$ cat config.mk
export PLATFORM = sky130hd
export DESIGN_NAME = seg7_scan_ctrl
export DESIGN_NICKNAME = d
export VERILOG_FILES = /design/src/rtl/seg7_scan_ctrl.sv
export SDC_FILE = /design/constraint.sdc
export NUM_CORES = 1
export LEC_CHECK = 0
export ABC_AREA = 1
export BUFFER_PORTS_ARGS = -buffer_cell sky130_fd_sc_hd__buf_2
export CAP_MARGIN = 15
export CORE_AREA = 2 2 79 81
export DETAILED_ROUTE_END_ITERATION = 7
export DIE_AREA = 0 0 81 83
export MAX_ROUTING_LAYER = met4
export PLACE_DENSITY = 0.88
export SYNTH_ARGS = -nofsm -noshare
export SYNTH_HDL_FRONTEND = slang
export SYNTH_SLANG_ARGS = --single-unit
$ cat constraint.sdc
create_clock -name clk -period 1.9 [get_ports clk]
set_clock_uncertainty 0.2 [all_clocks]
set_input_delay 0.095 -clock clk [delete_from_list [all_inputs] [get_ports clk]]
set_output_delay 0.095 -clock clk [all_outputs]
set_load 0.005 [all_outputs]
$ cat src/rtl/seg7_scan_ctrl.sv
// seg7_scan_ctrl
// Time-multiplexed digit sequencer feeding a single 7-segment decoder.
// Scans DIGITS hex nibbles with a one-hot digit enable and a blank flag.
// New values are staged in a pending register and only reach the display
// register at a frame wrap, so a frame never mixes old and new digits.
// Leading-zero blanking and whole-display blinking are supported.
// All outputs decode from registered state; blank_lz and blink_en are
// sampled into flops first, so they take effect one cycle after they change.

module seg7_scan_ctrl #(
   parameter int DIGITS       = 4,
   parameter int SCAN_DIV     = 50000,
   parameter int BLINK_FRAMES = 64
) (
   input  logic                  clk,
   input  logic                  rst_n,
   input  logic                  load,
   input  logic [4*DIGITS-1:0]   value,
   input  logic                  blank_lz,
   input  logic                  blink_en,
   output logic [3:0]            nibble,
   output logic [DIGITS-1:0]     digit_en,
   output logic                  blank,
   output logic                  frame_done
);

   // Counter widths are kept at least one bit wide so degenerate
   // parameter values (1) still give legal vectors.
   localparam int PW = (SCAN_DIV     > 1) ? $clog2(SCAN_DIV)     : 1;
   localparam int IW = (DIGITS       > 1) ? $clog2(DIGITS)       : 1;
   localparam int FW = (BLINK_FRAMES > 1) ? $clog2(BLINK_FRAMES) : 1;

   localparam logic [PW-1:0] PS_LAST  = PW'(SCAN_DIV - 1);
   localparam logic [IW-1:0] IDX_LAST = IW'(DIGITS - 1);
   localparam logic [FW-1:0] FR_LAST  = FW'(BLINK_FRAMES - 1);

   logic [PW-1:0]         prescaler;
   logic [IW-1:0]         index;
   logic [4*DIGITS-1:0]   display;
   logic [4*DIGITS-1:0]   pending;
   logic                  pending_valid;
   logic [FW-1:0]         frame_cnt;
   logic                  phase;
   logic                  frame_done_q;
   logic                  blank_lz_q;
   logic                  blink_en_q;

   logic                  tick;
   logic                  wrap;
   logic [DIGITS-1:0]     zero_from;
   logic                  lz_cur;

   assign tick = (prescaler == PS_LAST);
   assign wrap = tick && (index == IDX_LAST);

   // Slot prescaler: one tick every SCAN_DIV cycles.
   always_ff @(posedge clk or negedge rst_n) begin
      if (!rst_n) begin
         prescaler <= '0;
      end else if (tick) begin
         prescaler <= '0;
      end else begin
         prescaler <= prescaler + PW'(1);
      end
   end

   // Digit index advances on each tick and wraps at the last digit.
   always_ff @(posedge clk or negedge rst_n) begin
      if (!rst_n) begin
         index <= '0;
      end else if (tick) begin
         if (index == IDX_LAST) begin
            index <= '0;
         end else begin
            index <= index + IW'(1);
         end
      end
   end

   // Value staging: loads park in pending and are promoted only at a wrap.
   // A load arriving on the wrap cycle itself is the newest value, so it
   // goes straight to the display and supersedes anything pending.
   always_ff @(posedge clk or negedge rst_n) begin
      if (!rst_n) begin
         display       <= '0;
         pending       <= '0;
         pending_valid <= 1'b0;
      end else if (wrap) begin
         if (load) begin
            display <= value;
         end else if (pending_valid) begin
            display <= pending;
         end
         pending_valid <= 1'b0;
      end else if (load) begin
         pending       <= value;
         pending_valid <= 1'b1;
      end
   end

   // Blink timebase: counts frames and flips phase every BLINK_FRAMES,
   // free-running so enabling blink does not restart the pattern.
   always_ff @(posedge clk or negedge rst_n) begin
      if (!rst_n) begin
         frame_cnt <= '0;
         phase     <= 1'b0;
      end else if (wrap) begin
         if (frame_cnt == FR_LAST) begin
            frame_cnt <= '0;
            phase     <= ~phase;
         end else begin
            frame_cnt <= frame_cnt + FW'(1);
         end
      end
   end

   // Frame pulse and registered copies of the level controls.
   always_ff @(posedge clk or negedge rst_n) begin
      if (!rst_n) begin
         frame_done_q <= 1'b0;
         blank_lz_q   <= 1'b0;
         blink_en_q   <= 1'b0;
      end else begin
         frame_done_q <= wrap;
         blank_lz_q   <= blank_lz;
         blink_en_q   <= blink_en;
      end
   end

   // zero_from[i] is set when every digit from the top down to i is zero.
   always_comb begin
      logic acc;
      acc       = 1'b1;
      zero_from = '0;
      for (int i = DIGITS - 1; i >= 0; i--) begin
         acc          = acc && (display[4*i +: 4] == 4'h0);
         zero_from[i] = acc;
      end
   end

   // Digit mux, one-hot enable and leading-zero lookup for the active slot.
   // Digit 0 is excluded from leading-zero blanking so zero shows as "0".
   always_comb begin
      nibble   = 4'h0;
      digit_en = '0;
      lz_cur   = 1'b0;
      for (int i = 0; i < DIGITS; i++) begin
         if (index == IW'(i)) begin
            nibble      = display[4*i +: 4];
            digit_en[i] = 1'b1;
            lz_cur      = (i != 0) && zero_from[i];
         end
      end
   end

   assign blank      = (blink_en_q && phase) || (blank_lz_q && lz_cur);
   assign frame_done = frame_done_q;

endmodule

## After elaboration in Yosys (flattened, before gate mapping)

Cells that the tools add are included.

| word-level totals | value |
|---|---|
| logic and storage cells | 53 |
| register bits after elaboration | 61 |

| cells by class | value |
|---|---|
| reductions and logical operators | 15 |
| add/sub/neg operators | 3 |
| bitwise gates (word level) | 2 |
| eq/ne operators | 5 |
| muxes and demuxes | 18 |

Operators with widths:

| operator | count |
|---|---|
| 2-to-1 mux 16 bit | 3 |
| adder 16 x 1 -> 16 bit, second input constant | 1 |
| == test 16 bit, second input constant | 1 |
| 2-to-1 mux 4 bit | 4 |
| logical NOT 4 bit | 3 |
| 2-to-1 mux 1 bit | 9 |
| adder 6 x 1 -> 6 bit, second input constant | 1 |
| == test 6 bit, second input constant | 1 |
| 2-to-1 mux 6 bit | 1 |
| AND reduction 2 bit | 3 |
| logical AND 1 bit | 5 |
| == test 2 bit, second input constant | 2 |
| nonzero test 2 bit | 2 |
| adder 2 x 1 -> 2 bit, second input constant | 1 |
| == test 2 x 1 -> 1 bit, second input constant | 1 |
| logical NOT 2 bit | 1 |
| 2-to-1 mux 2 bit | 1 |
| NOT 1 bit | 2 |
| logical OR 1 bit | 1 |

## Logic depth before layout (Yosys ltp)

| logic depth | value |
|---|---|
| depth after elaboration | 8 |
| depth in mapped cells | 9 |
| gate-level depth less buffers | 9 |

## Worst setup path after synthesis

OpenSTA, ideal clock, no wires.

| timing | value |
|---|---|
| path kind | register to register |
| start point | register prescaler[0] |
| end point | register frame_cnt[1] |
| buffers on the path | 2 |
| path slack | 0.232 ns |
| arrival time | 1.352 ns |
| stages on the path, launching flop included | 9 |
| period minus slack after synthesis | 1.668 ns |
| cell sequence | dfrtp_1 > ha_1 > nand3_2 > nor2_4 > nand3_4 > buf_6 > buf_12 > nand2_1 > nand2_1 |

| on the way | value |
|---|---|
| word-level cells in the longest chain between the ends | 2 |

RTL lines:

| item | line | text |
|---|---|---|
| start: declaration | 37 | `logic [PW-1:0] prescaler;` |
| start signal: assignment | 63 | `prescaler <= prescaler + PW'(1);` |
| == test 16 bit | 53 | `assign tick = (prescaler == PS_LAST);` |
| logical AND 1 bit | 54 | `assign wrap = tick && (index == IDX_LAST);` |
| end signal: assignment | 112 | `frame_cnt <= frame_cnt + FW'(1);` |
| end: declaration | 42 | `logic [FW-1:0] frame_cnt;` |

Every way passes these cells.
A chain may end at the register's enable or synchronous reset.

## Final worst setup path

| timing | value |
|---|---|
| start point | register index[1] |
| end point | output blank |

| on the way | value |
|---|---|
| word-level cells in the longest chain between the ends | 6 |
| elaborated cells between the ends (all ways) | 8 |
| classes of those cells | 3 x eq/ne; 3 x mux; 2 x reduce/logical |

RTL lines:

| item | line | text |
|---|---|---|
| start: declaration | 38 | `logic [IW-1:0] index;` |
| start signal: assignment | 75 | `index <= index + IW'(1);` |
| == test 2 x 1 -> 1 bit | 148 | `if (index == IW'(i)) begin` |
| 2-to-1 mux 1 bit (2 in series) | 148 |  |
| 2-to-1 mux 1 bit * | 148 |  |
| logical AND 1 bit * | 156 | `assign blank = (blink_en_q && phase) \|\| (blank_lz_q && lz_cur);` |
| logical OR 1 bit * | 156 |  |
| end: declaration | 23 | `output logic blank,` |

Every way passes the cells marked *; elsewhere a longest branch is shown, timed or not.

==> out/summary.txt <==
======================================================================================
Worst-case setup margin in the final layout .............................   -0.0966 ns
Worst hold slack ........................................................    0.0876 ns
Vias after detailed routing .............................................         3057
Number of ports placed on the die boundary ..............................           31
Starting Density ........................................................        58.3%
Area growth, synth to finish ............................................        25.2%
Violated checks ......................................................... negative setup slack
Syn_nets ................................................................          462
Power, Total ............................................................      2.97 mW
Type of origin of the critical path .....................................         flop
Max Cap Violations ......................................................            0
First-pass GRT wire length ..............................................     13600 um
Weighted congestion reported at the end of routability-driven placement .        0.938
Min-Delay Path Class ....................................................     in2async
Overall routed net length ...............................................      7790 um
Cell Area, Placed .......................................................     3650 um2
Share of the core filled with cells .....................................        73.0%
Unrepaired setup endpoints after global routing .........................          yes
Final worst path period need ............................................      2.00 ns
Final Hold Vio Count ....................................................            0
Die footprint ...........................................................     6720 um2
Count of nets left with antenna violations after detail routing .........            0
Remaining Overflow, GRT .................................................            0
Critical register-to-register path startpoint ........................... prescaler[0]$_DFF_PN0_
Vias in the first global route ..........................................         3040
Result of the run ....................................................... complete, but fails checks
Fraction of final layout cells with drive strength greater than 1 .......        21.4%
Slew HR .................................................................        60.8%
Initial antenna violation count .........................................            0
Netlist area before placement ...........................................     3390 um2
Mean routed wirelength per cell .........................................      13.4 um
Clock tree from TritonCTS ...............................................        built
Number of nets in the finished design ...................................          526
Vias per Instance .......................................................         5.28
Flop and latch count out of synthesis ...................................           61
Area of the core ........................................................     5820 um2
CP Max Fanout ...........................................................            3
Reg clk slew, reported paths ............................................      0.07 ns
Kind of end point of the critical path ..................................   output pin
Sequence of cells on the critical path .................................. inv_2 > ha_4 > inv_2 > or2_4 > nand2_4 > nand3_2 > nand2_2 > nand2_2 > nand2_1 > buf_2
Number of rows created at floorplan .....................................           28
WP data arrival .........................................................      1.70 ns
Family with the most delay on the worst path ............................ simple AND/OR/NAND/NOR gates
Leakage power figure ....................................................      2.17 nW
CTS Root Cell ...........................................................     clkbuf_8
Number of remaining DRC errors ..........................................            0
Worst Reg-to-Reg Cells ..................................................            7
Drt first pass iters ....................................................            5
Total non-filler cell area in the finished layout .......................     4250 um2
Total routing usage reported by global routing ..........................        26.3%
Count of endpoints failing setup in the final report ....................            3
Maximum VDD drop ........................................................     0.529 mV
Setup slack on the worst flop-to-flop path ..............................      0.12 ns
Input/output buffers ....................................................           30
Inserted Clock Buffers ..................................................            9
Actual transition at the worst max-transition pin .......................     0.589 ns
Initial detailed-routing violation count ................................          169
Proportion of synthesized chip area in sequential cells .................        45.0%
Maximum buffer depth of the clock tree ..................................            2
Power density over cell area ............................................   699 nW/um2
Critical path type ......................................................      reg2out
Post-synthesis average cell area ........................................     7.79 um2
H-tree depth ............................................................            3
DP Wirelength ...........................................................      5180 um
Warnings, synthesis .....................................................            0
Die Wd ..................................................................        81 um
Slowest Stage Delay on Critical Path ....................................      0.39 ns
Max-slew violations .....................................................            0
Slowest library cell on the worst path ..................................      dfrtp_1
Required time worst endpoint ............................................      1.60 ns
Fin crit share ..........................................................         105%
Y dimension of the die ..................................................        83 um
Crit path buffers/inverters .............................................            3
Syn Inst Count ..........................................................          435
ANT cells ...............................................................            0
End of the worst register-to-register path .............................. pending[5]$_DFFE_PN0P_
Clock latency reported for the late side of the worst-skew pair .........      0.34 ns
Distinct cell type count after synthesis ................................           31
Maximum number of pins on one net before global-route repair ............           47
Fill cells ..............................................................          438
Achievable clock frequency ..............................................      501 MHz
Clk sinks ...............................................................           61
======================================================================================
==> flip-flops by register name, indices dropped and copies added, names as in the netlist <==
signal and cells:
pending_valid 1, frame_cnt 6, phase 1, frame_done 1, blank_lz_q 1, blink_en_q 1
pending 16, index 2, display 16, prescaler 16
==> area by class of cell <==
type                    instances  area [um2]  share of cell area [%]
multi-input cells             310        1650                    39.0
flip-flops and latches         61        1530                    36.0
repair buffers                 69         534                    12.6
inverters                      48         189                    4.45
clock buffers                  10         138                    3.24
clock inverters                 6         110                    2.59
well taps                      75        93.8                    2.21
==> power by group <==
group | internal, mW | total (mW) | switching [mW]
clock network | 0.904 | 1.43 | 0.529
logic | 0.0837 | 0.188 | 0.105
registers | 1.33 | 1.35 | 0.0165
==> cell families (layout without fill, tap and decap cells) <==
logic type / count (synthesis) / in the layout / synth area share (%)
compound gates: 38 / 38 / 6.27
xor+xnor: 11 / 11 / 2.84
fa+ha+maj: 6 / 6 / 2.21
buf+inv: 64 / 133 / 8.56
flops: 61 / 61 / 45.0
simple gates: 255 / 255 / 35.1
==> synth_stat cells <==
cell / number / area, um2
a21oi_1: 5 / 25.0
and2_0: 1 / 6.26
buf_12: 1 / 20.0
buf_2: 5 / 25.0
buf_4: 3 / 22.5
buf_6: 2 / 22.5
clkbuf_1: 5 / 18.8
clkinv_2: 1 / 5.00
dfrtp_1: 61 / 1530
ha_1: 6 / 75.1
inv_1: 46 / 173
inv_2: 1 / 3.75
nand2_1: 146 / 548
nand2_2: 5 / 31.3
nand3_1: 23 / 115
nand3_2: 9 / 90.1
nand3_4: 1 / 17.5
nand4_1: 19 / 119
nand4_4: 1 / 21.3
nor2_1: 38 / 143
nor2_2: 1 / 6.26
nor2_4: 5 / 56.3
nor3_1: 2 / 10.0
nor3b_1: 1 / 7.51
o211ai_1: 4 / 30.0
o21a_1: 1 / 7.51
o21ai_0: 24 / 120
o21bai_1: 4 / 30.0
or2_2: 3 / 18.8
xnor2_1: 1 / 8.76
xor2_1: 10 / 87.6
==> routing by layer <==
metal | GRT usage, % | routed length, um | vias up
met4 | 11.2 | 153 | 0
met3 | 4.02 | 243 | 17
met2 | 42.1 | 4040 | 72
met1 | 33.0 | 3350 | 1458
li1 | - | - | 1510
met5 | - | 0 | -
==> cells in the final DEF (no fill, tap or decap), types with 5 or more instances in the layout <==
cell / instances
nor2_4: 5
dlygate4sd3_1: 20
nand3_1: 22
o21ai_0: 21
nor2_1: 37
inv_1: 41
clkbuf_8: 10
buf_2: 30
buf_4: 15
nand2_2: 6
a21oi_1: 5
xor2_1: 10
nand3_2: 10
nand4_1: 19
dfrtp_1: 60
nand2_1: 143
==> timing repair <==
action | CTS | global route
hold endpoints to repair | 94 | 0
setup buffers | 6 | 1
endpoints found under the setup margin | 5 | 35
pin swaps | 6 | 3
hold buffers | 20 | 0
resized for setup | 19 | 11
==> worst max path at each step <==
stage | from | to | slack (ns) | depth (start not counted)
floorplan | prescaler[0]$_DFF_PN0_ | frame_cnt[1]$_DFFE_PN0P_ | 0.23 | 8
global placement | index[1]$_DFFE_PN0N_ | blank | 0.18 | 10
detailed placement | prescaler[0]$_DFF_PN0_ | pending[0]$_DFFE_PN0P_ | 0.08 | 7
CTS | index[1]$_DFFE_PN0N_ | blank | -0.09 | 10
global route | index[1]$_DFFE_PN0N_ | blank | -0.21 | 10
finish | index[1]$_DFFE_PN0N_ | blank | -0.1 | 10
==> through the flow <==
step | std cells | setup WS, ns | TNS, ns
after CTS | 578 | -0.0911 | -0.296
final | 579 | -0.0966 | -0.227
after floorplan | 435 | 0.232 | 0
after global placement | 536 | 0.176 | 0
after global routing | 579 | -0.215 | -0.915
after detailed placement | 536 | 0.0786 | 0
Note: power is estimated with default switching activity, not from simulation.
